===== config.mk =====
export PLATFORM = sky130hd
export DESIGN_NAME = uart_sched_flat
export DESIGN_NICKNAME = d
export VERILOG_FILES = /design/src/rtl/uart_sched_if.sv /design/src/rtl/uart_sched.sv /design/src/flat_wrapper.sv
export SDC_FILE = /design/constraint.sdc
export NUM_CORES = 1
export LEC_CHECK = 0
export BUFFER_PORTS_ARGS = -buffer_cell sky130_fd_sc_hd__buf_2
export CAP_MARGIN = 10
export CORE_ASPECT_RATIO = 1.1
export CORE_MARGIN = 5
export CORE_UTILIZATION = 50
export CTS_BUF_LIST = sky130_fd_sc_hd__clkbuf_4 sky130_fd_sc_hd__clkbuf_8 sky130_fd_sc_hd__clkbuf_16
export CTS_CLUSTER_SIZE = 25
export DETAILED_ROUTE_END_ITERATION = 16
export MAX_ROUTING_LAYER = met4
export PLACE_DENSITY = 0.83
export SYNTH_ARGS = -nofsm -noshare
export SYNTH_HDL_FRONTEND = slang
export SYNTH_SLANG_ARGS = --single-unit
export TNS_END_PERCENT = 30

===== constraint.sdc =====
create_clock -name clk -period 3.2 [get_ports clk]
set_input_delay 0.64 -clock clk [delete_from_list [all_inputs] [get_ports clk]]
set_output_delay 0.64 -clock clk [all_outputs]
set_load 0.005 [all_outputs]

===== src/rtl/uart_sched_if.sv =====
// uart_sched_if: register bus between the scheduler and the 8251-style serial port wrapper
interface uart_sched_if;
    logic       u_addr;
    logic       u_rd;
    logic       u_we;
    logic [7:0] u_wdata;
    logic [7:0] u_rdata;
    modport master (output u_addr, u_rd, u_we, u_wdata, input u_rdata);
    modport slave  (input u_addr, u_rd, u_we, u_wdata, output u_rdata);
endinterface


===== src/rtl/uart_sched.sv =====
// uart_sched: status poller, rx drain and round-robin tx arbiter for an 8251-style serial port
module uart_sched #(
    parameter int TX_GUARD = 2
) (
    input  logic         clk,
    input  logic         resetn,
    uart_sched_if.master bus,
    input  logic [7:0]   tx0_data,
    input  logic [7:0]   tx1_data,
    input  logic         tx0_valid,
    input  logic         tx1_valid,
    output logic         tx0_ready,
    output logic         tx1_ready,
    output logic [7:0]   rx_data,
    output logic         rx_valid,
    input  logic         rx_ready,
    output logic         last_grant,
    output logic         busy
);
    localparam int GW = TX_GUARD > 1 ? $clog2(TX_GUARD) : 1;
    localparam logic [GW-1:0] G_LAST = GW'(TX_GUARD > 0 ? TX_GUARD - 1 : 0);

    typedef enum logic [2:0] {IDLE, POLL, SAMPLE, RD, CAPTURE, WR, GUARD} state_t;

    state_t        st_q;
    logic          u_addr_q, u_rd_q, u_we_q;
    logic [7:0]    u_wdata_q, rx_data_q;
    logic          tx0_ready_q, tx1_ready_q, rx_valid_q, last_grant_q, busy_q, win_q;
    logic [GW-1:0] cnt_q;
    logic          win_d;

    assign win_d = (tx0_valid && tx1_valid) ? !last_grant_q : tx1_valid;

    assign bus.u_addr  = u_addr_q;
    assign bus.u_rd    = u_rd_q;
    assign bus.u_we    = u_we_q;
    assign bus.u_wdata = u_wdata_q;
    assign tx0_ready   = tx0_ready_q;
    assign tx1_ready   = tx1_ready_q;
    assign rx_data     = rx_data_q;
    assign rx_valid    = rx_valid_q;
    assign last_grant  = last_grant_q;
    assign busy        = busy_q;

    // sequencer: every bus strobe and handshake is set on entry to the state that owns it
    always_ff @(posedge clk or negedge resetn) begin
        if (!resetn) begin
            st_q         <= IDLE;
            u_addr_q     <= 1'b0;
            u_rd_q       <= 1'b0;
            u_we_q       <= 1'b0;
            u_wdata_q    <= 8'h00;
            tx0_ready_q  <= 1'b0;
            tx1_ready_q  <= 1'b0;
            rx_data_q    <= 8'h00;
            rx_valid_q   <= 1'b0;
            last_grant_q <= 1'b1;
            busy_q       <= 1'b0;
            win_q        <= 1'b0;
            cnt_q        <= '0;
        end else begin
            if (rx_valid_q && rx_ready) rx_valid_q <= 1'b0;
            case (st_q)
                IDLE: begin
                    st_q     <= POLL;
                    u_rd_q   <= 1'b1;
                    u_addr_q <= 1'b1;
                    busy_q   <= 1'b1;
                end
                POLL: begin
                    st_q     <= SAMPLE;
                    u_rd_q   <= 1'b0;
                    u_addr_q <= 1'b0;
                end
                SAMPLE: begin
                    if (bus.u_rdata[1] && !rx_valid_q) begin
                        st_q   <= RD;
                        u_rd_q <= 1'b1;
                    end else if (bus.u_rdata[0] && (tx0_valid || tx1_valid)) begin
                        st_q        <= WR;
                        win_q       <= win_d;
                        u_we_q      <= 1'b1;
                        u_wdata_q   <= win_d ? tx1_data : tx0_data;
                        tx0_ready_q <= !win_d;
                        tx1_ready_q <= win_d;
                    end else begin
                        st_q   <= IDLE;
                        busy_q <= 1'b0;
                    end
                end
                RD: begin
                    st_q   <= CAPTURE;
                    u_rd_q <= 1'b0;
                end
                CAPTURE: begin
                    st_q       <= IDLE;
                    rx_data_q  <= bus.u_rdata;
                    rx_valid_q <= 1'b1;
                    busy_q     <= 1'b0;
                end
                WR: begin
                    u_we_q       <= 1'b0;
                    u_wdata_q    <= 8'h00;
                    tx0_ready_q  <= 1'b0;
                    tx1_ready_q  <= 1'b0;
                    last_grant_q <= win_q;
                    cnt_q        <= '0;
                    st_q         <= (TX_GUARD == 0) ? IDLE : GUARD;
                    busy_q       <= (TX_GUARD != 0);
                end
                GUARD: begin
                    cnt_q  <= cnt_q + 1'b1;
                    st_q   <= (cnt_q == G_LAST) ? IDLE : GUARD;
                    busy_q <= (cnt_q != G_LAST);
                end
                default: begin
                    st_q   <= IDLE;
                    busy_q <= 1'b0;
                end
            endcase
        end
    end
endmodule


===== src/flat_wrapper.sv =====
// flat-port wrapper written by rule: the top's interface ports become plain ports
module uart_sched_flat 
#(
    parameter int TX_GUARD = 2
)
  (clk, resetn, tx0_data, tx1_data, tx0_valid, tx1_valid, tx0_ready, tx1_ready, rx_data, rx_valid, rx_ready, last_grant, busy, bus_u_addr, bus_u_rd, bus_u_we, bus_u_wdata, bus_u_rdata);
  uart_sched_if bus_i ();
  input  logic clk;
  input  logic resetn;
  input  logic [7:0] tx0_data;
  input  logic [7:0] tx1_data;
  input  logic tx0_valid;
  input  logic tx1_valid;
  output logic tx0_ready;
  output logic tx1_ready;
  output logic [7:0] rx_data;
  output logic rx_valid;
  input  logic rx_ready;
  output logic last_grant;
  output logic busy;
  output wire logic [$bits(bus_i.u_addr)-1:0] bus_u_addr;
  output wire logic [$bits(bus_i.u_rd)-1:0] bus_u_rd;
  output wire logic [$bits(bus_i.u_we)-1:0] bus_u_we;
  output wire logic [$bits(bus_i.u_wdata)-1:0] bus_u_wdata;
  input wire logic [$bits(bus_i.u_rdata)-1:0] bus_u_rdata;
  assign bus_u_addr = bus_i.u_addr;
  assign bus_u_rd = bus_i.u_rd;
  assign bus_u_we = bus_i.u_we;
  assign bus_u_wdata = bus_i.u_wdata;
  assign bus_i.u_rdata = bus_u_rdata;
  uart_sched #(.TX_GUARD(TX_GUARD)) u_core (.clk(clk), .resetn(resetn), .bus(bus_i), .tx0_data(tx0_data), .tx1_data(tx1_data), .tx0_valid(tx0_valid), .tx1_valid(tx1_valid), .tx0_ready(tx0_ready), .tx1_ready(tx1_ready), .rx_data(rx_data), .rx_valid(rx_valid), .rx_ready(rx_ready), .last_grant(last_grant), .busy(busy));
endmodule

==> flow_summary.json <==
{
  "status": "complete, no violations",
  "arrival_ns": 2.10,
  "finalSetupViolations": 0,
  "synth_mux_area_share_pct": 14.89,
  "path_buf_inv": 1,
  "rows": 19,
  "cts_sinks": 29,
  "cts_root_buf": "clkbuf_4",
  "hold_viol": 0,
  "cts_max_path_buffers": 2,
  "grt_overflow_total": 0,
  "hold_class": "in2async",
  "antenna_found_initial": 0,
  "clock.fmax_mhz": 536.4,
  "dieArea_sq_um": 3706,
  "grt_first_pass_wirelength_um": 4629,
  "wl_per_cell_um": 14.68,
  "synth_top_family_by_area": "compound AO/OA/AOI/OAI gates",
  "dr.pass1.iters": 4,
  "post_cts_buffers": 0,
  "antenna_cells": 0,
  "worst-r2r-cell-count": 4,
  "synth_seq_cells": 29,
  "layout_min_cycle_time_ns": 1.864,
  "drive_gt1_share_pct": 47.50,
  "syn_area_per_cell_sq_um": 12.44,
  "irDropWorstVdd_mv": 0.5958,
  "cts_tree": "built",
  "finClkSkew_ns": 0.007755,
  "place_area_sq_um": 1560,
  "finalWirelength_um": 2804,
  "portBuffers": 52,
  "cts-resized-gates": 0,
  "grt_max_degree": 30,
  "clk_latency_ns": 0.32,
  "final_antenna_net_count": 0,
  "r2r-start": "u_core.st_q[1]",
  "initial_core_util_pct": 51.83,
  "rsz0062_at_grt": "false",
  "power_density_nw_per_um2": 879.9,
  "synth_nets": 133,
  "cp_num_cells": 4,
  "startpoint": "u_core.st_q[1]",
  "cts_hold_buf": 0,
  "crit_family": "compound AO/OA/AOI/OAI gates",
  "worstSetupPathType": "reg2reg",
  "drtIter0Drc": 19,
  "grt_pass1_vias": 1020,
  "slowest_stage": "dfrtp_1",
  "drc": 0,
  "ys_seq_area_share_pct": 56.19,
  "slew_headroom_pct": 58.62,
  "critPathCapture": "u_core.bus.u_wdata[2]",
  "final_nets": 188,
  "min_period_over_period_pct": 58.26,
  "clkTransAtPathRegs_ns": 0.08,
  "total_power_mw": 1.436,
  "multi_input_area_sq_um": 508.0,
  "synth_area_sq_um": 1294,
  "gp_congestion": 0.8298,
  "finish.utilization_pct": 65.36,
  "critPathMaxStageDelay_ns": 0.54,
  "slew_viol_final": 0,
  "yosys.area_share.simple_pct": 7.253,
  "grt_usage_pct": 17.45,
  "drv_cap": 0,
  "required_ns": 3.44,
  "critPathMaxFanout": 11,
  "yosysUniqueCellTypes": 30,
  "crit-reg2reg-capture": "u_core.bus.u_wdata[2]",
  "area_growth_pct": 26.11,
  "cts_made_buffers": 5,
  "tns_ns": 0,
  "synthCells": 104,
  "vias": 1018,
  "worstMarginPinSlew_ns": 0.6206,
  "cp-end-kind": "flip-flop",
  "h-tree-depth": 2,
  "viasPerCell": 5.330,
  "core_area_sq_um": 2496,
  "num_io_pins": 53,
  "hold_ws_ns": 0.3299,
  "synth_compound_area_share_pct": 16.44,
  "crit_chain": "or3b_1 > o21ai_0 > buf_2 > o2bb2ai_1",
  "synth_fa_ha_area_share_pct": 0,
  "layout.area.seq_sq_um": 726.9,
  "fillCellCount": 183,
  "die_w_um": 58.50,
  "place_hpwl_um": 2145,
  "rrSetupSlack_ns": 1.34,
  "synthXorXnorAreaFrac_pct": 0.6770,
  "leakagePower_nw": 0.8329,
  "cp-start-kind": "flip-flop",
  "yosysWarnings": 0,
  "fin_area_sq_um": 1632,
  "fp.dieH_um": 63.35
}
==> flip-flops by register name, indices dropped and copies added, names as in the netlist <==
signal	cells
u_core.st_q	3
u_core.rx_data	8
u_core.rx_valid	1
u_core.bus.u_addr	1
u_core.cnt_q	1
u_core.win_q	1
u_core.tx1_ready	1
u_core.tx0_ready	1
u_core.bus.u_we	1
u_core.busy	1
u_core.bus.u_wdata	8
u_core.last_grant	1
u_core.bus.u_rd	1
==> worst min path at each step <==
stage                     start                    end  slack [ns]  depth (start not counted)
6_report                 resetn  u_core.bus.u_wdata[1]        0.33                          1
5_1_grt                  resetn  u_core.bus.u_wdata[4]        0.37                          1
4_1_cts                  resetn       u_core.tx0_ready        0.33                          1
3_5_place_dp   u_core.tx1_ready       u_core.tx1_ready        0.46                          1
3_3_place_gp   u_core.tx1_ready       u_core.tx1_ready        0.46                          1
2_1_floorplan            resetn      u_core.bus.u_addr        0.34                          0
==> layout by cell type, fill, tap and decap left out, types with 2 or more instances in the layout <==
master,synthesis,final
buf_2,2,53
dfrtp_1,28,28
mux2_2,10,10
o2bb2ai_1,9,9
mux2i_1,8,8
clkbuf_4,0,7
o21ai_0,6,6
inv_1,5,5
nand2b_1,4,4
a21oi_1,4,4
o22ai_1,3,3
nor2_1,3,3
a21boi_0,2,2
a21o_1,2,2
==> synthesized netlist by cell type <==
library cell | count | area (sq um)
o32a_1 | 1 | 10.01
mux2i_1 | 8 | 80.08
a21oi_1 | 4 | 20.02
nand2b_1 | 4 | 25.02
nand3_1 | 1 | 5.000
a21bo_2 | 1 | 10.01
inv_1 | 5 | 18.77
dfrtp_1 | 28 | 700.7
a21o_1 | 2 | 15.01
clkbuf_1 | 1 | 3.750
o21ai_0 | 6 | 30.03
a31oi_1 | 1 | 6.260
mux2_2 | 10 | 112.6
o22ai_1 | 3 | 18.77
buf_6 | 2 | 22.52
o22a_1 | 1 | 8.760
nand2_1 | 1 | 3.750
or4b_4 | 1 | 13.76
buf_1 | 1 | 3.750
dfstp_2 | 1 | 26.28
a21boi_0 | 2 | 15.01
or3b_1 | 1 | 8.760
or2_1 | 1 | 6.260
o2bb2ai_1 | 9 | 78.83
nor2_1 | 3 | 11.26
xnor2_1 | 1 | 8.760
nor2b_1 | 1 | 6.260
nor2_2 | 1 | 6.260
nand3b_1 | 1 | 7.510
buf_2 | 2 | 10.01
==> logic make-up (layout without fill, tap and decap cells) <==
| group | after synthesis | after routing |
|---|---|---|
| AO/OA/AOI/OAI | 30 | 30 |
| flip-flops | 29 | 29 |
| multiplexers | 18 | 18 |
| AND/OR/NAND/NOR | 15 | 15 |
| buffers and inverters | 11 | 67 |
| XOR/XNOR | 1 | 1 |
==> power by group <==
| part | leakage, nW | internal, mW | total (mW) | switching, mW |
|---|---|---|---|---|
| Clock | 0.0394 | 0.125 | 0.238 | 0.113 |
| Sequential | 0.361 | 0.531 | 0.650 | 0.119 |
| Combinational | 0.433 | 0.302 | 0.548 | 0.246 |
| Total | 0.833 | 0.958 | 1.44 | 0.478 |
==> metal layers <==
layer / vias up / routed length [um] / global-route usage (%)
met1: 475 / 1076 / 18.87
met2: 51 / 1302 / 25.70
met4: 0 / 84 / 13.33
met3: 6 / 341 / 6.122
met5: - / 0 / -
li1: 486 / - / -
==> worst reg2reg max path, delay by kind of cell, from the launching register on <==
| family | cells | cell delay (ns) |
|---|---|---|
| AO/OA/AOI/OAI | 2 | 0.57 |
| buffers and inverters | 1 | 0.29 |
| flip-flops | 1 | 0.54 |
| AND/OR/NAND/NOR | 1 | 0.39 |
==> layout make-up <==
cell class / instances / area share (%)
clock buffer: 8 / 4.064
inverter: 5 / 1.150
multi-input combinational: 64 / 31.14
sequential: 29 / 44.56
tap: 31 / 2.377
timing repair buffer: 54 / 16.72
==> stage by stage <==
step,instances,worst slack [ns]
6_report,191,1.336
3_3_place_gp,182,1.124
4_1_cts,190,0.9938
5_1_grt,191,1.217
3_5_place_dp,182,1.015
2_1_floorplan,104,1.470
Power figures use the tool's default switching activity.
